`config.mk`:
```
export PLATFORM = sky130hd
export DESIGN_NAME = pc_fetch_unit
export DESIGN_NICKNAME = d
export VERILOG_FILES = /design/src/rtl/pc_fetch_unit.sv
export SDC_FILE = /design/constraint.sdc
export NUM_CORES = 1
export LEC_CHECK = 0
export ABC_AREA = 1
export ABC_CLOCK_PERIOD_IN_PS = 1380
export BUFFER_PORTS_ARGS = -buffer_cell sky130_fd_sc_hd__buf_2
export CORE_UTILIZATION = 45
export CTS_CLUSTER_DIAMETER = 60
export DETAILED_ROUTE_END_ITERATION = 8
export GPL_TIMING_DRIVEN = 0
export PLACE_DENSITY = 0.76
export SYNTH_ARGS = -nofsm -noshare
export SYNTH_HDL_FRONTEND = slang
export SYNTH_SLANG_ARGS = --single-unit
export TNS_END_PERCENT = 30
```
`constraint.sdc`:
```
create_clock -name clk -period 1.38 [get_ports clk]
set_input_delay 0.207 -clock clk [delete_from_list [all_inputs] [get_ports clk]]
set_output_delay 0.207 -clock clk [all_outputs]
set_load 0.01 [all_outputs]
```
`src/rtl/pc_fetch_unit.sv`:
```
// Program-counter and instruction-fetch sequencer: holds the PC, issues
// req/ack fetches to instruction memory, and hands each fetched instruction
// with its PC to decode, applying branch redirects (including during a fetch).
// Latency: instruction appears on inst_out one cycle after its imem_ack;
// back-to-back fetches run at 1 per cycle with a combinational ack.
// Backpressure: stall blocks starting a new fetch (an outstanding fetch
// always completes); halt stops fetching until reset.
//
// Ports:
//   clk, rst_n              clock, asynchronous active-low reset
//   stall, halt             pipeline stall / permanent stop
//   branch_taken/_target    redirect request and address
//   imem_req/addr/ack/rdata instruction memory handshake
//   inst_valid/out/pc       fetched instruction to decode (inst_pc feeds branch adder)
//   halted                  high once fetching has stopped
module pc_fetch_unit #(
  parameter int                         INST_ADDR_WIDTH = 9,
  parameter int                         INST_WIDTH      = 32,
  parameter logic [INST_ADDR_WIDTH-1:0] RESET_PC        = '0
) (
  input  logic                       clk,
  input  logic                       rst_n,
  input  logic                       stall,
  input  logic                       halt,
  input  logic                       branch_taken,
  input  logic [INST_ADDR_WIDTH-1:0] branch_target,
  output logic                       imem_req,
  output logic [INST_ADDR_WIDTH-1:0] imem_addr,
  input  logic                       imem_ack,
  input  logic [INST_WIDTH-1:0]      imem_rdata,
  output logic                       inst_valid,
  output logic [INST_WIDTH-1:0]      inst_out,
  output logic [INST_ADDR_WIDTH-1:0] inst_pc,
  output logic                       halted
);

  typedef enum logic [1:0] {
    ST_BOOT,
    ST_IDLE,
    ST_REQ,
    ST_HALT
  } state_t;

  localparam logic [INST_ADDR_WIDTH-1:0] PC_ONE = {{(INST_ADDR_WIDTH-1){1'b0}}, 1'b1};

  state_t                     state;
  state_t                     state_nxt;
  logic [INST_ADDR_WIDTH-1:0] pc_q;
  logic                       pend_valid;
  logic [INST_ADDR_WIDTH-1:0] pend_tgt;
  logic                       redirect;

  // A fetch is squashed if a redirect arrives with the ack or was latched
  // while the fetch was outstanding.
  assign redirect  = branch_taken | pend_valid;
  assign imem_addr = pc_q;

  // State register
  always_ff @(posedge clk or negedge rst_n) begin
    if (!rst_n) begin
      state <= ST_BOOT;
    end else begin
      state <= state_nxt;
    end
  end

  // Next-state logic; halt/stall are only looked at in REQ once the ack lands.
  always_comb begin
    state_nxt = state;
    case (state)
      ST_BOOT: state_nxt = ST_IDLE;
      ST_IDLE: begin
        if (halt)       state_nxt = ST_HALT;
        else if (stall) state_nxt = ST_IDLE;
        else            state_nxt = ST_REQ;
      end
      ST_REQ: begin
        if (imem_ack) begin
          if (halt)       state_nxt = ST_HALT;
          else if (stall) state_nxt = ST_IDLE;
          else            state_nxt = ST_REQ;
        end
      end
      ST_HALT: state_nxt = ST_HALT;
      default: state_nxt = ST_BOOT;
    endcase
  end

  // Output decode
  always_comb begin
    imem_req = (state == ST_REQ);
    halted   = (state == ST_HALT);
  end

  // PC, pending redirect and decode-side registers
  always_ff @(posedge clk or negedge rst_n) begin
    if (!rst_n) begin
      pc_q       <= RESET_PC;
      pend_valid <= 1'b0;
      pend_tgt   <= '0;
      inst_valid <= 1'b0;
      inst_out   <= '0;
      inst_pc    <= '0;
    end else begin
      inst_valid <= 1'b0;
      case (state)
        ST_IDLE: begin
          if (!halt && branch_taken) begin
            pc_q <= branch_target;
          end
        end
        ST_REQ: begin
          if (!imem_ack) begin
            // Latest redirect during the wait wins.
            if (branch_taken) begin
              pend_valid <= 1'b1;
              pend_tgt   <= branch_target;
            end
          end else if (redirect) begin
            pc_q       <= branch_taken ? branch_target : pend_tgt;
            pend_valid <= 1'b0;
          end else begin
            inst_valid <= 1'b1;
            inst_out   <= imem_rdata;
            inst_pc    <= pc_q;
            pc_q       <= pc_q + PC_ONE;
          end
        end
        default: ;
      endcase
    end
  end

endmodule

```
==> impl_summary.log, run 1 <==
[metrics] Yosys top cell area share: 54.24%
[metrics] power density relative to cell area: 2175 mW/mm²
[metrics] number of cells produced by synthesis: 366
[metrics] kind of launch point of the worst setup path: flop
[metrics] cts bufs inserted: 9
[metrics] area of the die: 0.006784 mm²
[metrics] clock transition at the register clock pins on the worst setup and hold paths after CTS: 70 ps
[metrics] wl on met1: 3100 µm
[metrics] clock skew after layout: 5.656 ps
[metrics] Root Buffer Master: clkbuf_8
[metrics] maximum fanout along the worst path: 10
[metrics] hold-fix buffer count after cts: 0
[metrics] ranking of synthesized cells by area: dfrtp_1 (54%), nand2_1 (20%), o21ai_0 (6.5%)
[metrics] critical path required time: 1590 ps
[metrics] total vias in the final route: 2,736
[metrics] total half-perimeter wirelength after legalization and detailed placement: 4843 µm
[metrics] min setup slack post-route: -50.32 ps
[metrics] netlist area before placement: 0.002907 mm²
[metrics] Distinct cells, synth: 20
[metrics] class of the most critical hold timing path: in2async
[metrics] number of vias per cell after detailed routing: 4.842
[metrics] number of max-capacitance violations reported: 0
[metrics] max layer used: met4
[metrics] violated checks: negative hold slack, negative setup slack
[metrics] met2 routed wirelength: 3223 µm
[metrics] unrepaired setup endpoints after global routing: true
[metrics] Final Max Tran Viols: 0
[metrics] post-synthesis register bit count: 63
[metrics] IR drop worst, VDD: 1085 µV
[metrics] Die W: 82.37 µm
[metrics] EDFF count, synth: 0
[metrics] cell taking the most area after synthesis: dfrtp_1
[metrics] Worst Hold Slack: -52.31 ps
[metrics] total global routing track utilization: 20.83%
[metrics] total length of routed met3 wires: 497 µm
[metrics] Die Y-Extent: 82.37 µm
[metrics] Hold Fails Final Rpt: 63
[metrics] final number of setup-violating endpoints: 4
[metrics] ANT nets after route: 0
[metrics] I/O Buffers: 99
[metrics] share of synthesized area occupied by flip-flops and latches: 54.24%
[metrics] maximum buffer depth of the clock tree: 2
[metrics] number of top-level design ports: 100
[metrics] non-filler instance count after layout: 565
[metrics] P&R area growth vs syn: 33.58%
[metrics] final antenna diode count: 0
[metrics] remaining global-route overflow: 0
[metrics] Core ar.: 0.006061 mm²
[metrics] post-placement cell count: 540
[metrics] wire length of the first global-routing pass: 10,470 µm
[metrics] largest net degree at the start of global routing: 64
[metrics] period utilisation layout: 103.6%
[metrics] most frequent cell after synthesis: nand2_1
[metrics] fin crit period: 1430 ps
[metrics] most frequent cells after synthesis: nand2_1 (155), dfrtp_1 (63), o21ai_0 (38)
[metrics] number of H-tree levels: 3
[metrics] maximum clock frequency: 699.1 MHz
[metrics] share of cells above drive strength 1: 34.08%
[metrics] share of synthesized flip-flops with an asynchronous set or reset: 100.0%
[metrics] nets@finish: 537
[metrics] effective utilization at floorplan: 47.96%
[metrics] clock tree from TritonCTS: yes
[metrics] number of warnings reported in the yosys synthesis log: 0
[metrics] routability congestion estimate: 0.7868
[metrics] DR DRC count: 0
[metrics] synthesized netlist net count: 418
[metrics] number of detailed-routing iterations run before antenna repair: 4
[metrics] total number of placement rows: 28
[metrics] Avg Synthesized Cell Area: 7.941 µm²
[metrics] clock sinks: 63
[metrics] antenna violations before repair: 0
[metrics] status: finished, violations left
[metrics] static leakage: 2.161 nW
[metrics] via count of the first global-routing pass: 2,314
[metrics] actual transition at the worst max-transition pin: 790.2 ps
[metrics] worst relative slew slack: 47.32%
[metrics] data arrival time of the worst path: 1640 ps
[metrics] dominant synthesized flop cell: dfrtp_1
[metrics] number of DRC violations after detailed-routing iteration 0: 109
[metrics] later-pin clock latency in the skew report: 330 ps
[metrics] DR WL/cell: 12.26 µm
[metrics] endpoint kind of the worst setup timing path: flop
[metrics] total routed wirelength: 6925 µm
[metrics] type of the worst setup path: reg2reg
## placed cells by master (no fill, tap or decap)
cell type / instances
a21oi_2: 6
a21oi_1: 9
nor3_1: 1
ha_2: 2
inv_4: 3
nand2_1: 155
nand2_2: 1
nand3_1: 15
inv_2: 2
dfrtp_1: 60
clkinv_2: 4
buf_4: 10
o21ai_0: 32
ha_1: 2
ha_4: 1
o31ai_1: 1
nor2_1: 11
nor2_4: 4
buf_12: 2
buf_2: 103
buf_6: 6
a22oi_1: 1
o211ai_1: 2
nand2_4: 1
clkbuf_8: 10
o21ai_1: 6
nor2_2: 5
dfrtp_2: 3
clkbuf_2: 2
inv_1: 28
clkinv_4: 1
clkinvlp_4: 1
## flip-flops by register name, summed over array words and instances, names as in the netlist
register    count
inst_valid      1
pend_valid      1
imem_addr       9
state           2
inst_out       32
inst_pc         9
pend_tgt        9
## cell type report
| cell class | instances | area [µm²] |
|---|---|---|
| clock inverters | 6 | 36.28 |
| plain buffers | 12 | 86.33 |
| inverters | 33 | 131.4 |
| clock buffers | 10 | 137.6 |
| multi-input cells | 255 | 1195 |
| repair buffers | 111 | 621.8 |
| fillers | 544 | 2178 |
| flip-flops and latches | 63 | 1580 |
| well taps | 75 | 93.84 |
## where the power goes
part / leakage (nW) / internal (mW) / switching, mW
Combinational: 1.28 / 1.56 / 2.19
Clock: 0.0918 / 0.690 / 0.708
Sequential: 0.785 / 2.74 / 0.555
## repair_timing
action | 4_1_cts | 5_1_grt
resized for setup | 18 | 35
buffers inserted | 6 | 4
setup endpoints to repair | 63 | 62
pin swaps | 5 | 9
gates cloned | 1 | 1
## metal layers
metal | GRT usage [%] | vias up
li1 | - | 1384
met1 | 27.11 | 1250
met2 | 32.23 | 93
met3 | 5.934 | 9
met4 | 9.123 | 0
met5 | 0 | -
## through the flow
step | instance area (µm²) | utilization [%] | total power, mW | TNS (ps) | setup WS [ps]
global route | 3882 | 64.06 | 9.223 | -3645 | -129.0
floorplan | 2925 | - | 5.302 | 0 | 8.976
CTS | 3770 | 62.20 | 8.311 | -182.8 | -42.15
finish | 3882 | 64.06 | 8.443 | -79.73 | -50.32
global placement | 3515 | 57.99 | 6.510 | -12450 | -171.4
detailed placement | 3515 | 57.99 | 6.639 | -17650 | -204.5
## logic make-up after synthesis
| group | after synthesis | synth area share (%) |
|---|---|---|
| adder cells (fa/ha/maj) | 5 | 2.152 |
| AND/OR/NAND/NOR | 193 | 26.39 |
| flip-flops | 63 | 54.24 |
| buffers and inverters | 48 | 7.060 |
| AO/OA/AOI/OAI | 57 | 10.16 |
## critical path, cell delays in order (launching register included)
cell      delay, ps
dfrtp_1         410
nor2_4          170
buf_4           150
clkbuf_2        230
o21ai_0         130
o211ai_1        120
a21oi_1         100
## final timing paths
| kind | start | endpoint | slack [ps] | cells after the start |
|---|---|---|---|---|
| worst max-delay path | pend_valid | imem_addr[2] | -50 | 6 |
| worst min-delay path | rst_n | inst_out[23] | -50 | 1 |
| worst max register to register | pend_valid | imem_addr[2] | -50 | 6 |
| worst min register to register | inst_out[17] | inst_out[17] | 470 | 2 |
| max in group asynchronous | rst_n | state[1] | 850 | 1 |
| min in group clk | imem_rdata[11] | inst_out[11] | 70 | 3 |
Power figures use the tool's default switching activity.
==> run 2, diff against run 1 <==
ABC_AREA = unset   (was 1)
PLACE_DENSITY = 0.75   (was 0.76)
==> run 2 against run 1 <==
Net effect: the flow still finishes with violations (negative hold slack, negative setup slack); largest power group unchanged; cell area is 6.3% higher; sequential power is 3% higher; largest cell class unchanged; combinational power is 11% higher; critical path type unchanged; fmax is 15% lower.
==> impl_summary.log, run 2 <==
[metrics] maximum fanout along the worst path: 10 (unchanged)
[metrics] final antenna diode count: 0 (unchanged)
[metrics] violated checks: negative hold slack, negative setup slack
[metrics] clock tree from TritonCTS: yes
[metrics] minimum setup slack after placement: -352.2 ps (-147.7 ps)
[metrics] routability congestion estimate: 0.8392 (+6.7%)
[metrics] Reg-to-Reg Start: state[0]
[metrics] cts bufs inserted: 9 (unchanged)
[metrics] top library cells by usage in the layout, fill and taps aside: buf_2 (101), dfrtp_1 (61), mux2_4 (46), nand2_1 (12)
[metrics] maximum clock frequency: 592.1 MHz (-15%)
[metrics] DR WL/cell: 15.52 µm (+27%)
[metrics] remaining global-route overflow: 0 (unchanged)
[metrics] Core ar.: 0.006386 mm² (+5.4%)
[metrics] actual transition at the worst max-transition pin: 776.3 ps (-13.93 ps)
[metrics] number of DRC violations after detailed-routing iteration 0: 46 (-58%)
[metrics] Avg Synthesized Cell Area: 13.42 µm² (+69%)
[metrics] nets@finish: 402 (-25%)
[metrics] cell family contributing the most delay on the critical path: buffers and inverters
[metrics] largest net degree at the start of global routing: 64 (unchanged)
[metrics] final number of setup-violating endpoints: 61 (+57)
[metrics] post-synthesis register bit count: 63 (unchanged)
[metrics] register with the most flip-flops: inst_out
[metrics] wire length of the first global-routing pass: 10,750 µm (+2.6%)
[metrics] number of warnings reported in the yosys synthesis log: 0 (unchanged)
[metrics] share of synthesized area occupied by flip-flops and latches: 52.46% (-1.8 points)
[metrics] number of detailed-routing iterations run before antenna repair: 4 (unchanged)
[metrics] critical path required time: 1600 ps (about the same)
[metrics] most common cell after layout, fill and taps aside: buf_2
[metrics] endpoint kind of the worst setup timing path: flop
[metrics] number of cells on the worst reg-to-reg path: 7 (+1)
[metrics] total global routing track utilization: 19.75% (-1.1 points)
[metrics] I/O Buffers: 99 (unchanged)
[metrics] IR drop worst, VDD: 1245 µV (+15%)
[metrics] Distinct cells, synth: 42 (+110%)
[metrics] EDFF count, synth: 0 (unchanged)
[metrics] Root Buffer Master: clkbuf_8
[metrics] count of filler cells inserted in the layout: 514 (-5.5%)
[metrics] share of cells above drive strength 1: 58.19% (+24 points)
[metrics] max FFs per register: 32 (unchanged)
[metrics] main combinational cell family by area after synthesis: multiplexers
[metrics] Yosys top cell area share: 52.46% (-1.8 points)
[metrics] hold-fix buffer count after cts: 0 (unchanged)
[metrics] antenna violations before repair: 0 (unchanged)
[metrics] area of the die: 0.007009 mm² (+3.3%)
[metrics] number of cells produced by synthesis: 224 (-39%)
[metrics] adder-cell share of the synthesized area: 2.082% (-0.071 points)
[metrics] worst relative slew slack: 48.25% (+0.93 points)
[metrics] effective utilization at floorplan: 47.06% (-0.90 points)
[metrics] status: finished, violations left
[metrics] maximum buffer depth of the clock tree: 2 (unchanged)
[metrics] share of cell area taken by muxes after synthesis: 23.56% (+24 points)
[metrics] GR Layer Usage met2: 28.97% (-3.3 points)
[metrics] fin crit period: 1689 ps (+258.6 ps)
[metrics] static leakage: 2.020 nW (-6.5%)
[metrics] min setup slack post-route: -308.9 ps (-258.6 ps)
[metrics] total routed wirelength: 6690 µm (-3.4%)
[metrics] clock sinks: 63 (unchanged)
[metrics] synthesized netlist net count: 276 (-34%)
[metrics] total number of placement rows: 29 (+3.6%)
[metrics] number of top-level design ports: 100 (unchanged)
[metrics] Die Y-Extent: 83.72 µm (+1.6%)
[metrics] unrepaired setup endpoints after global routing: true
[metrics] grt met1 use: 27.55% (+0.44 points)
[metrics] later-pin clock latency in the skew report: 350 ps (+20 ps)
[metrics] Die W: 83.72 µm (+1.6%)
[metrics] Hold Fails Final Rpt: 63 (unchanged)
[metrics] Final Max Tran Viols: 0 (unchanged)
[metrics] number of H-tree levels: 3 (unchanged)
[metrics] most frequent cell after synthesis: dfrtp_1
[metrics] cell taking the most area after synthesis: dfrtp_1
[metrics] number of max-capacitance violations reported: 0 (unchanged)
[metrics] P&R area growth vs syn: 37.34%
[metrics] clock skew after layout: 9.348 ps (+3.693 ps)
[metrics] area after detailed placement: 0.003610 mm² (+2.7%)
[metrics] flop2flop setup slack: -310 ps (-260 ps)
[metrics] most frequent cells after synthesis: dfrtp_1 (63), mux2_4 (39), nand2_1 (13)
[metrics] most heavily used metal layer in global routing: met2
[metrics] ANT nets after route: 0 (unchanged)
[metrics] clock transition at the register clock pins on the worst setup and hold paths after CTS: 70 ps (about the same)
[metrics] post-route cell area: 0.004128 mm² (+6.3%)
[metrics] class of the most critical hold timing path: in2async
[metrics] netlist area before placement: 0.003005 mm² (+3.4%)
[metrics] Critical-path top delay cell: dfrtp_1
[metrics] total half-perimeter wirelength after legalization and detailed placement: 4479 µm (-7.5%)
[metrics] power density relative to cell area: 2206 mW/mm² (+1.4%)
[metrics] period utilisation layout: 122.4% (+19 points)
[metrics] number of vias per cell after detailed routing: 5.220 (+7.8%)
[metrics] DR DRC count: 0 (unchanged)
[metrics] delay of the slowest cell on the worst path: 390 ps (-20 ps)
[metrics] RR Endpoint: inst_out[4]
[metrics] data arrival time of the worst path: 1910 ps (+270 ps)
[metrics] Worst Hold Slack: -51.46 ps (+0.8565 ps)
[metrics] kind of launch point of the worst setup path: flop
[metrics] area fraction in compound gates after synthesis: 8.993% (-1.2 points)
[metrics] via count of the first global-routing pass: 2,152 (-7.0%)
[metrics] met3 track demand over resource: 5.143% (-0.79 points)
[metrics] Worst path most repeated cell: buf_12
[metrics] total vias in the final route: 2,250 (-18%)
[metrics] type of the worst setup path: reg2reg
[metrics] share of synthesized flip-flops with an asynchronous set or reset: 100.0% (unchanged)
[metrics] ranking of synthesized cells by area: dfrtp_1 (52%), mux2_4 (19%), mux2_1 (3.7%)
[metrics] worst path buffer plus inverter count: 4 (+2)
[metrics] dominant synthesized flop cell: dfrtp_1
[metrics] cell chain of the critical path: inv_2 -> ha_4 -> and4bb_1 -> buf_6 -> buf_12 -> buf_12 -> mux2_4
[metrics] Setup TNS: -14,930 ps (-14,850 ps)
[metrics] xor-xnor portion of the synthesized cell area: 0.2914% (+0.29 points)
[metrics] simple-gate share of the synthesized area: 8.826% (-18 points)
-- run 2: changes by cell type after synthesis, sizes merged, moves of 6 or more --
cell	previous run	this run
mux2	0	49
clkbuf	7	0
nand2	157	13
o21ai	38	11
nand2b	0	6
nor2	20	5
inv	33	6
nand3	15	6
-- run 2: layout make-up --
cell class                 instances  area [µm²]  share of cell area [%]
timing repair buffer             115       688.2                   16.67
tap                               77       96.34                   2.334
sequential                        63        1579                   38.25
inverter                           6       22.52                  0.5456
clock buffer                       9       123.9                   3.001
multi-input combinational        144        1415                   34.28
clock inverter                     6       62.56                   1.516
buffer                            11       140.1                   3.395
-- run 2: logic make-up (layout without fill, tap and decap cells) --
group / after synthesis / in the layout
fa+ha+maj: 5 / 5
mux: 50 / 50
compound gates: 41 / 41
buf+inv: 17 / 147
xor+xnor: 1 / 1
simple gates: 47 / 47
flops: 63 / 63
-- run 2: routing by layer --
layer | wire length (µm) | vias to the layer above | share of wire [%]
met2 | 3015 | 96 | 45
met4 | 113 | 0 | 1.7
met3 | 473 | 11 | 7.1
met1 | 3087 | 1077 | 46
met5 | 0 | - | 0
li1 | - | 1066 | -
-- run 2: repair_timing --
item                                    4_1_cts  5_1_grt
gates resized for setup                      16       23
buffers inserted                              9        4
hold endpoints to repair                      0        0
cloned                                        1        2
endpoints found under the setup margin       61       62
pin swaps                                     2        5
-- run 2: report_power, final --
part	internal, mW	total (mW)	leakage [nW]	switching (mW)
logic	2.34	4.17	1.16	1.83
clock network	0.816	1.54	0.0871	0.727
registers	2.73	3.40	0.772	0.670
total	5.88	9.10	2.02	3.23
-- run 2: worst max path at each step --
stage               cells after the start  slack, ps           end  startpoint
global placement                        7       -330  imem_addr[7]    state[1]
global route                            7       -370   inst_out[9]    state[0]
finish                                  7       -310   inst_out[4]    state[0]
detailed placement                      6       -350   inst_out[1]    state[0]
CTS                                     7       -310   inst_out[4]    state[0]
floorplan                               6       -200   inst_out[0]    state[0]
-- run 2: through the flow --
step / utilization, % / std cells / power [mW]
2_1_floorplan: - / 224 / 5.680
4_1_cts: 62.30 / 425 / 8.756
3_3_place_gp: 56.52 / 400 / 6.863
6_report: 64.64 / 431 / 9.105
5_1_grt: 64.64 / 431 / 9.697
3_5_place_dp: 56.52 / 400 / 6.972
